### config.mk
export PLATFORM = sky130hd
export DESIGN_NAME = result_reader
export DESIGN_NICKNAME = d
export VERILOG_FILES = /design/src/rtl/result_reader_pkg.sv /design/src/rtl/result_reader.sv
export SDC_FILE = /design/constraint.sdc
export NUM_CORES = 1
export LEC_CHECK = 0
export ABC_AREA = 1
export CAP_MARGIN = 20
export CELL_PAD_IN_SITES_DETAIL_PLACEMENT = 1
export CELL_PAD_IN_SITES_GLOBAL_PLACEMENT = 1
export CORE_ASPECT_RATIO = 1.75
export CORE_MARGIN = 2
export CORE_UTILIZATION = 35
export DETAILED_ROUTE_END_ITERATION = 8
export HOLD_SLACK_MARGIN = 0.05
export PLACE_DENSITY = 0.89
export SYNTH_ARGS = -nofsm -noshare
export SYNTH_HDL_FRONTEND = slang
export SYNTH_SLANG_ARGS = --single-unit
### constraint.sdc
create_clock -name clock -period 1.8 [get_ports clock]
set_input_delay 0.18 -clock clock [delete_from_list [all_inputs] [get_ports clock]]
set_output_delay 0.18 -clock clock [all_outputs]
set_load 0.02 [all_outputs]
### src/rtl/result_reader_pkg.sv
// result_reader_pkg: shared state encoding and record layout for the result readback engine
package result_reader_pkg;
  typedef enum logic [2:0] {IDLE, RD_HI, RD_LO, CHECK, PUSH, FIN} state_t;
  localparam logic [7:0] META_RUN = 8'b1000_0000;
  localparam int FAIL_BIT = 0;
  localparam int RECORD_WORDS = 2;
endpackage

### src/rtl/result_reader.sv
// result_reader: walks two-word result records in memory and pushes {fail, result_vector} into an output fifo
module result_reader
  import result_reader_pkg::*;
#(
  parameter int ADDR_WIDTH = 20,
  parameter int DATA_WIDTH = 16,
  parameter int RTF_WIDTH = 24,
  parameter int CNT_WIDTH = 16
) (
  input  logic                    clock,
  input  logic                    reset_n,
  input  logic                    start,
  input  logic                    abort,
  input  logic [ADDR_WIDTH-1:0]   base_addr,
  input  logic [CNT_WIDTH-1:0]    max_records,
  output logic                    busy,
  output logic                    done,
  output logic                    end_marker,
  output logic [CNT_WIDTH-1:0]    record_count,
  output logic [CNT_WIDTH-1:0]    fail_count,
  output logic [ADDR_WIDTH-1:0]   mem_address,
  output logic [DATA_WIDTH/8-1:0] mem_byteenable,
  output logic                    mem_read,
  input  logic [DATA_WIDTH-1:0]   mem_readdata,
  input  logic                    mem_waitrequest,
  output logic [RTF_WIDTH:0]      ofifo_data,
  output logic                    ofifo_wrreq,
  input  logic                    ofifo_full
);
  state_t state;
  logic [ADDR_WIDTH-1:0] address;
  logic [RECORD_WORDS-1:0][DATA_WIDTH-1:0] words;
  logic [CNT_WIDTH-1:0] max_lat;
  logic rd_done, run, fail;
  assign mem_read = state == RD_HI || state == RD_LO;
  assign rd_done = mem_read && !mem_waitrequest;
  assign run = |(words[1][7:0] & META_RUN);
  assign fail = words[1][FAIL_BIT];
  // abort wins over a same-cycle push so no record escapes once abort is seen
  assign ofifo_wrreq = state == PUSH && !ofifo_full && !abort;
  assign ofifo_data = {fail, words[0], words[1][DATA_WIDTH-1:DATA_WIDTH/2]};
  assign busy = state != IDLE;
  assign done = state == FIN;
  assign mem_address = address;
  assign mem_byteenable = '1;
  always_ff @(posedge clock or negedge reset_n)
    if (!reset_n) begin
      state <= IDLE;
      address <= '0;
      words <= '0;
      max_lat <= '0;
      record_count <= '0;
      fail_count <= '0;
      end_marker <= 1'b0;
    end else begin
      case (state)
        IDLE: if (start) begin
          address <= base_addr;
          max_lat <= max_records;
          record_count <= '0;
          fail_count <= '0;
          end_marker <= 1'b0;
          state <= max_records == '0 ? FIN : RD_HI;
        end
        RD_HI: if (rd_done) begin
          if (abort) state <= FIN;
          else begin
            words[0] <= mem_readdata;
            address <= address + ADDR_WIDTH'(1);
            state <= RD_LO;
          end
        end
        RD_LO: if (rd_done) begin
          if (abort) state <= FIN;
          else begin
            words[1] <= mem_readdata;
            address <= address + ADDR_WIDTH'(1);
            state <= CHECK;
          end
        end
        CHECK: begin
          end_marker <= !abort && !run;
          state <= (abort || !run) ? FIN : PUSH;
        end
        PUSH: if (abort) state <= FIN;
        else if (!ofifo_full) begin
          record_count <= record_count + CNT_WIDTH'(1);
          fail_count <= fail_count + CNT_WIDTH'(fail);
          state <= record_count + CNT_WIDTH'(1) == max_lat ? FIN : RD_HI;
        end
        FIN: state <= IDLE;
        default: state <= IDLE;
      endcase
    end
endmodule

== Word level (Yosys, flattened, before mapping) ==
Cells that the tools add are included.

* Output and inout port bits: 84
* Memory bits (writable): 0
* Logic and storage cells: 74
* Memories kept: 0
* Bits in latches: 0
* ROM bits: 0
* Input port bits: 58
* Flip-flop bits (word level): 104

* $mul: 0
* Div/mod/pow operators: 0
* Shift-type cells: 0
* Add/subtract/negate cells: 3
* Bitwise logic cells: 1
* Magnitude comparators: 0
* Equal/unequal tests: 14
* Multiplexer cells: 24
* Reductions and logical operators: 24

{| class="wikitable"
|+ Operators by type and width
! operator !! count
|-
| $mux 16 || 5
|-
| $pmux 16 s2 || 2
|-
| $mux 20 || 3
|-
| $pmux 20 s2 || 1
|-
| $mux 3 || 9
|-
| $add 20x1->20 const B || 1
|-
| $add 16x1->16 || 1
|-
| $add 16x1->16 const B || 1
|-
| $eq 16x16->1 || 1
|-
| $logic_not 16->1 || 1
|-
| $pmux 3 s5 || 1
|-
| $ne 2x2->1 const B || 6
|-
| $reduce_and 4->1 || 3
|-
| $eq 3x2->1 const B || 2
|-
| $eq 3x3->1 const B || 2
|-
| $reduce_and 3->1 || 2
|-
| $reduce_bool 2->1 || 3
|-
| $logic_and 1x1->1 || 4
|-
| $logic_not 1->1 || 4
|-
| $reduce_and 2->1 || 2
|-
| $eq 3x1->1 const B || 1
|-
| $logic_not 3->1 || 1
|-
| $ne 3x3->1 const B || 1
|-
| $reduce_bool 3->1 || 1
|-
| other kinds (6) || 8
|}

== Longest topological paths before layout ==
* Word-level depth: 6
* Depth in mapped cells: 15
* Mapped depth without buffers: 15

== Least setup slack after synthesis ==
No wires, ideal clock.

* Kind: reg-to-reg
* Start point: register address[0], in the netlist mem_address[0]
* End point: register address[16], in the netlist mem_address[16]
* Clock period less this slack: 1866 ps
* Path buffers: 0
* Arrival: 1740 ps
* Library setup time: 126 ps
* Path slack: -66 ps
* Cell stages (with the launch flop): 11
* Data required time: 1674 ps
* Cell sequence: dfrtp_1 > ha_1 > nand3_1 > nor2_2 > nand4_1 > nor2_2 > nand2_1 > o21ai_0 > nand2_1 > o21ai_0 > a21oi_1

* Cells in the longest elaborated chain, start to end: 4

{| class="wikitable"
|+ Ends and longest elaborated chain
! item !! RTL line !! source
|-
| start, declared || result_reader.sv:31 || <nowiki>logic [ADDR_WIDTH-1:0] address;</nowiki>
|-
| start signal, assigned || result_reader.sv:58 || <nowiki>address <= base_addr;</nowiki>
|-
| start signal, assigned || result_reader.sv:69 || <nowiki>address <= address + ADDR_WIDTH'(1);</nowiki>
|-
| start signal, assigned || result_reader.sv:77 || <nowiki>address <= address + ADDR_WIDTH'(1);</nowiki>
|-
| $add 20x1->20 || result_reader.sv:69, result_reader.sv:77 ||
|-
| $mux 20 || result_reader.sv:66, result_reader.sv:74 ||
|-
| $mux 20 || result_reader.sv:73 || <nowiki>RD_LO: if (rd_done) begin</nowiki>
|-
| $pmux 20 s2 || result_reader.sv:56 || <nowiki>case (state)</nowiki>
|}

Every way passes these cells. The select of a mux whose other input is x is not followed.
A chain may end at the register's enable or synchronous reset.

== Worst setup path after layout ==
* Start point: register record_count[1]
* End point: register state[2]

* Cells in the longest elaborated chain, start to end: 6

{| class="wikitable"
|+ Ends and longest elaborated chain
! item !! RTL line !! source
|-
| start, declared || result_reader.sv:19 || <nowiki>output logic [CNT_WIDTH-1:0] record_count,</nowiki>
|-
| start signal, assigned || result_reader.sv:87 || <nowiki>record_count <= record_count + CNT_WIDTH'(1);</nowiki>
|-
| $add 16x1->16 || result_reader.sv:89 || <nowiki>state <= record_count + CNT_WIDTH'(1) == max_lat ? FIN : RD_HI;</nowiki>
|-
| $eq 16x16->1 || result_reader.sv:89 ||
|-
| $mux 3 || result_reader.sv:89 ||
|-
| $mux 3 || result_reader.sv:86 || <nowiki>else if (!ofifo_full) begin</nowiki>
|-
| $mux 3 || result_reader.sv:85 || <nowiki>PUSH: if (abort) state <= FIN;</nowiki>
|-
| $pmux 3 s5 || result_reader.sv:56 ||
|-
| end signal, assigned || result_reader.sv:63 || <nowiki>state <= max_records == '0 ? FIN : RD_HI;</nowiki>
|-
| end signal, assigned || result_reader.sv:83 || <nowiki>state <= (abort || !run) ? FIN : PUSH;</nowiki>
|-
| end signal, assigned || result_reader.sv:89 ||
|-
| end, declared || result_reader.sv:30 || <nowiki>state_t state;</nowiki>
|}

Every way passes these cells. The select of a mux whose other input is x is not followed.

==> impl_results.md <==
* R2R depth at 15
* Cell variety after synth at 45
* PwrDens at 1470 nW/um^2
* Placer Congestion at 0.8584
* Failing checks: setup timing
* Min-Delay Path Class: in -> async
* Starting Density at 0.3557
* Register area share after synthesis at 0.4647
* Row count at 59
* Post-DRT Antenna Nets at 0
* Gate Count Post-Synth at 677
* WP data arrival at 2.38 ns
* Total gr overflow at 0
* H-tree depth at 3
* Layout area overhead at 61.17%
* Fin crit share at 1.159
* # IOs at 142
* Peak VDD IR at 0.9086 mV
* Total Wirelength at 23850 um
* Leak Pwr at 0.003942 uW
* GRT Util Overall at 0.2589
* Chip Width at 96.83 um
* Synthesized flop and latch total at 98
* Largest area contributor in the synthesized netlist: dfrtp_1
* Die ar. at 16120 um^2
* Setup violators final at 43
* CTS tree: done
* DR vias/cell at 5.518
* CP endpoint: state[2]$_DFFE_PN0P_
* Final worst slack at -0.2855 ns
* Port Buf Inserts at 139
* Avg Cell Area, Syn at 7.796 um^2
* Reg2reg setup slack at -0.29 ns
* Area occupied by multi-input gates at 2711 um^2
* CP required at 2.09 ns
* # nets final at 984
* Drt wl/cell at 21.48 um
* Largest net degree at the start of global routing at 34
* FF-to-FF Start: record_count[1]$_DFFE_PN0P_
* Post-synth top flop: dfrtp_1
* Max-cap violations at 0
* Place WS at -0.1728 ns
* Layout cell share with drive strength beyond 1 at 0.2484
* Vias in the first global route at 6507
* Most common cell after layout, fill and taps aside: nand2_1
* First-pass GRT wire length at 33280 um
* Post-synth EDFFs at 0
* Synth warn at 0
* Synth area leaders: dfrtp_1 (46%), nand2_1 (13%), o21ai_0 (5.8%)
* Cell area after synthesis at 5278 um^2
* Total core area at 14840 um^2
* DR iter-0 viols at 310
* Max Fclk at 479.5 MHz
* Fin. max-slew vios at 0
* Worst setup path start: record_count[1]$_DFFE_PN0P_
* CTS Buf Count at 9
* Setup Skew at 0.01210 ns
* CP max FO at 4
* CP Launch Type: register
* Hpwl dp at 14270 um
* Most frequent cells in the layout: nand2_1 (162), clkdlybuf4s50_1 (129), buf_4 (95), dfrtp_1 (92), inv_1 (74)
* Setup repair after global routing missed its margin: true
* Final hold vios at 0
* Storage element area at 2460 um^2
* Routed via count at 6125
* CTS root buf: clkbuf_16
* Fin crit period at 2.086 ns
* Clk slew on worst S/H paths at 0.08 ns
* Pre-Repair DR Iteration Count at 5
* Clk buf depth at 2
* Post-synth ARST share at 1.000
* Layout fillers at 1723
* Reg2reg end: state[2]$_DFFE_PN0P_
* Initial antenna violation count at 1
* Share of the synthesized area in the top cell type at 0.4647
* Status: finished with violations
* CP Capture Type: register
* Num Clock Sinks at 98
* Critical path class: reg -> reg
* Worst skew pair latency at 0.36 ns
* Die Ht at 166.4 um
* DRC at 0
* Final cell utilization of the core at 0.5732
==> Yosys cell counts, drive strengths merged, types with 3 or more instances <==
library cell	number
a21oi	23
a2bb2oi	4
a31oi	3
buf	13
clkbuf	8
dfrtp	98
ha	4
inv	84
mux2	6
nand2	186
nand3	47
nand4	13
nor2	57
nor3	13
nor4	4
o211ai	3
o21ai	71
o22ai	14
or2	4
xor2	9
==> flip-flops by register name, indices dropped and copies added (netlist names) <==
signal and count:
ofifo_data 25, mem_address 20, fail_count 16, max_lat 16, record_count 16, state 3
end_marker 1, run 1
==> logic make-up after synthesis <==
family,Yosys count,share of synthesized area
buffers and inverters,106,0.08203
other,1,0.0007106
and+or+nand+nor,327,0.2812
adders and majority gates,4,0.009484
xor gates and xnor gates,9,0.01494
muxes,6,0.01280
DFF,98,0.4647
AOI/OAI and AO/OA,126,0.1342
==> metrics by stage <==
step | std cells | cell area [um^2] | total power [uW] | setup TNS [ns] | hold slack [ns]
2_1_floorplan | 678 | 5284 | 6383 | 0 | -0.1156
3_3_place_gp | 1051 | 7416 | 8609 | -0.5611 | 0.1686
3_5_place_dp | 1051 | 7416 | 8850 | -1.529 | 0.1700
4_1_cts | 1089 | 8036 | 11450 | -0.2970 | 0.3365
5_1_grt | 1110 | 8506 | 13130 | -6.815 | 0.3573
6_report | 1110 | 8506 | 12500 | -2.574 | 0.3295
==> power breakdown <==
part | internal [uW] | switching, uW
logic | 2880 | 3800
registers | 2900 | 612
clock network | 1390 | 922
total | 7170 | 5330
==> what timing repair did <==
action	in CTS	in global routing
pin swaps	21	28
endpoints found under the setup margin	28	69
setup buffers	22	24
hold endpoints to repair	29	0
gates resized for setup	40	79
hold buffers	1	0
gates cloned	0	2
==> per-layer routing <==
metal  vias to the layer above  track usage  wire length, um
met3                        88      0.03441              910
met5                         -            0                0
met4                         0       0.1488             1340
met2                       234       0.5027            13490
met1                      3099       0.2565             8105
li1                       2704            -                -
==> worst max-delay path, cell delays in order (launching register included) <==
cell and delay, ns:
dfrtp_2 0.44, buf_6 0.14, nand2_4 0.05, nor2_4 0.23, nand2_4 0.10, nor2_4 0.15
nand2_1 0.10, nand2_2 0.09, nand2_1 0.08, nand2_1 0.11, nand2_1 0.08, nor2_1 0.13
nand3_1 0.10, nand2_1 0.08, nand2_1 0.06, nand2_1 0.07
==> worst min path at each step <==
stage / start / end / slack (ns) / cells after the start
global route: reset_n / fail_count[2]$_DFFE_PN0P_ / 0.36 / 2
detailed placement: reset_n / fail_count[4]$_DFFE_PN0P_ / 0.17 / 1
finish: reset_n / fail_count[8]$_DFFE_PN0P_ / 0.33 / 2
CTS: reset_n / fail_count[8]$_DFFE_PN0P_ / 0.34 / 2
global placement: reset_n / fail_count[4]$_DFFE_PN0P_ / 0.17 / 1
floorplan: reset_n / end_marker$_DFFE_PN0P_ / -0.12 / 0
==> layout make-up <==
type,instances,share of cell area
inverter,85,0.03898
clock inverter,5,0.01206
timing repair buffer,254,0.2857
tap,183,0.02692
antenna,1,0.0002942
multi-input combinational,474,0.3188
clock buffer,10,0.02810
sequential,98,0.2892
Note: power is estimated with default switching activity, not from simulation.
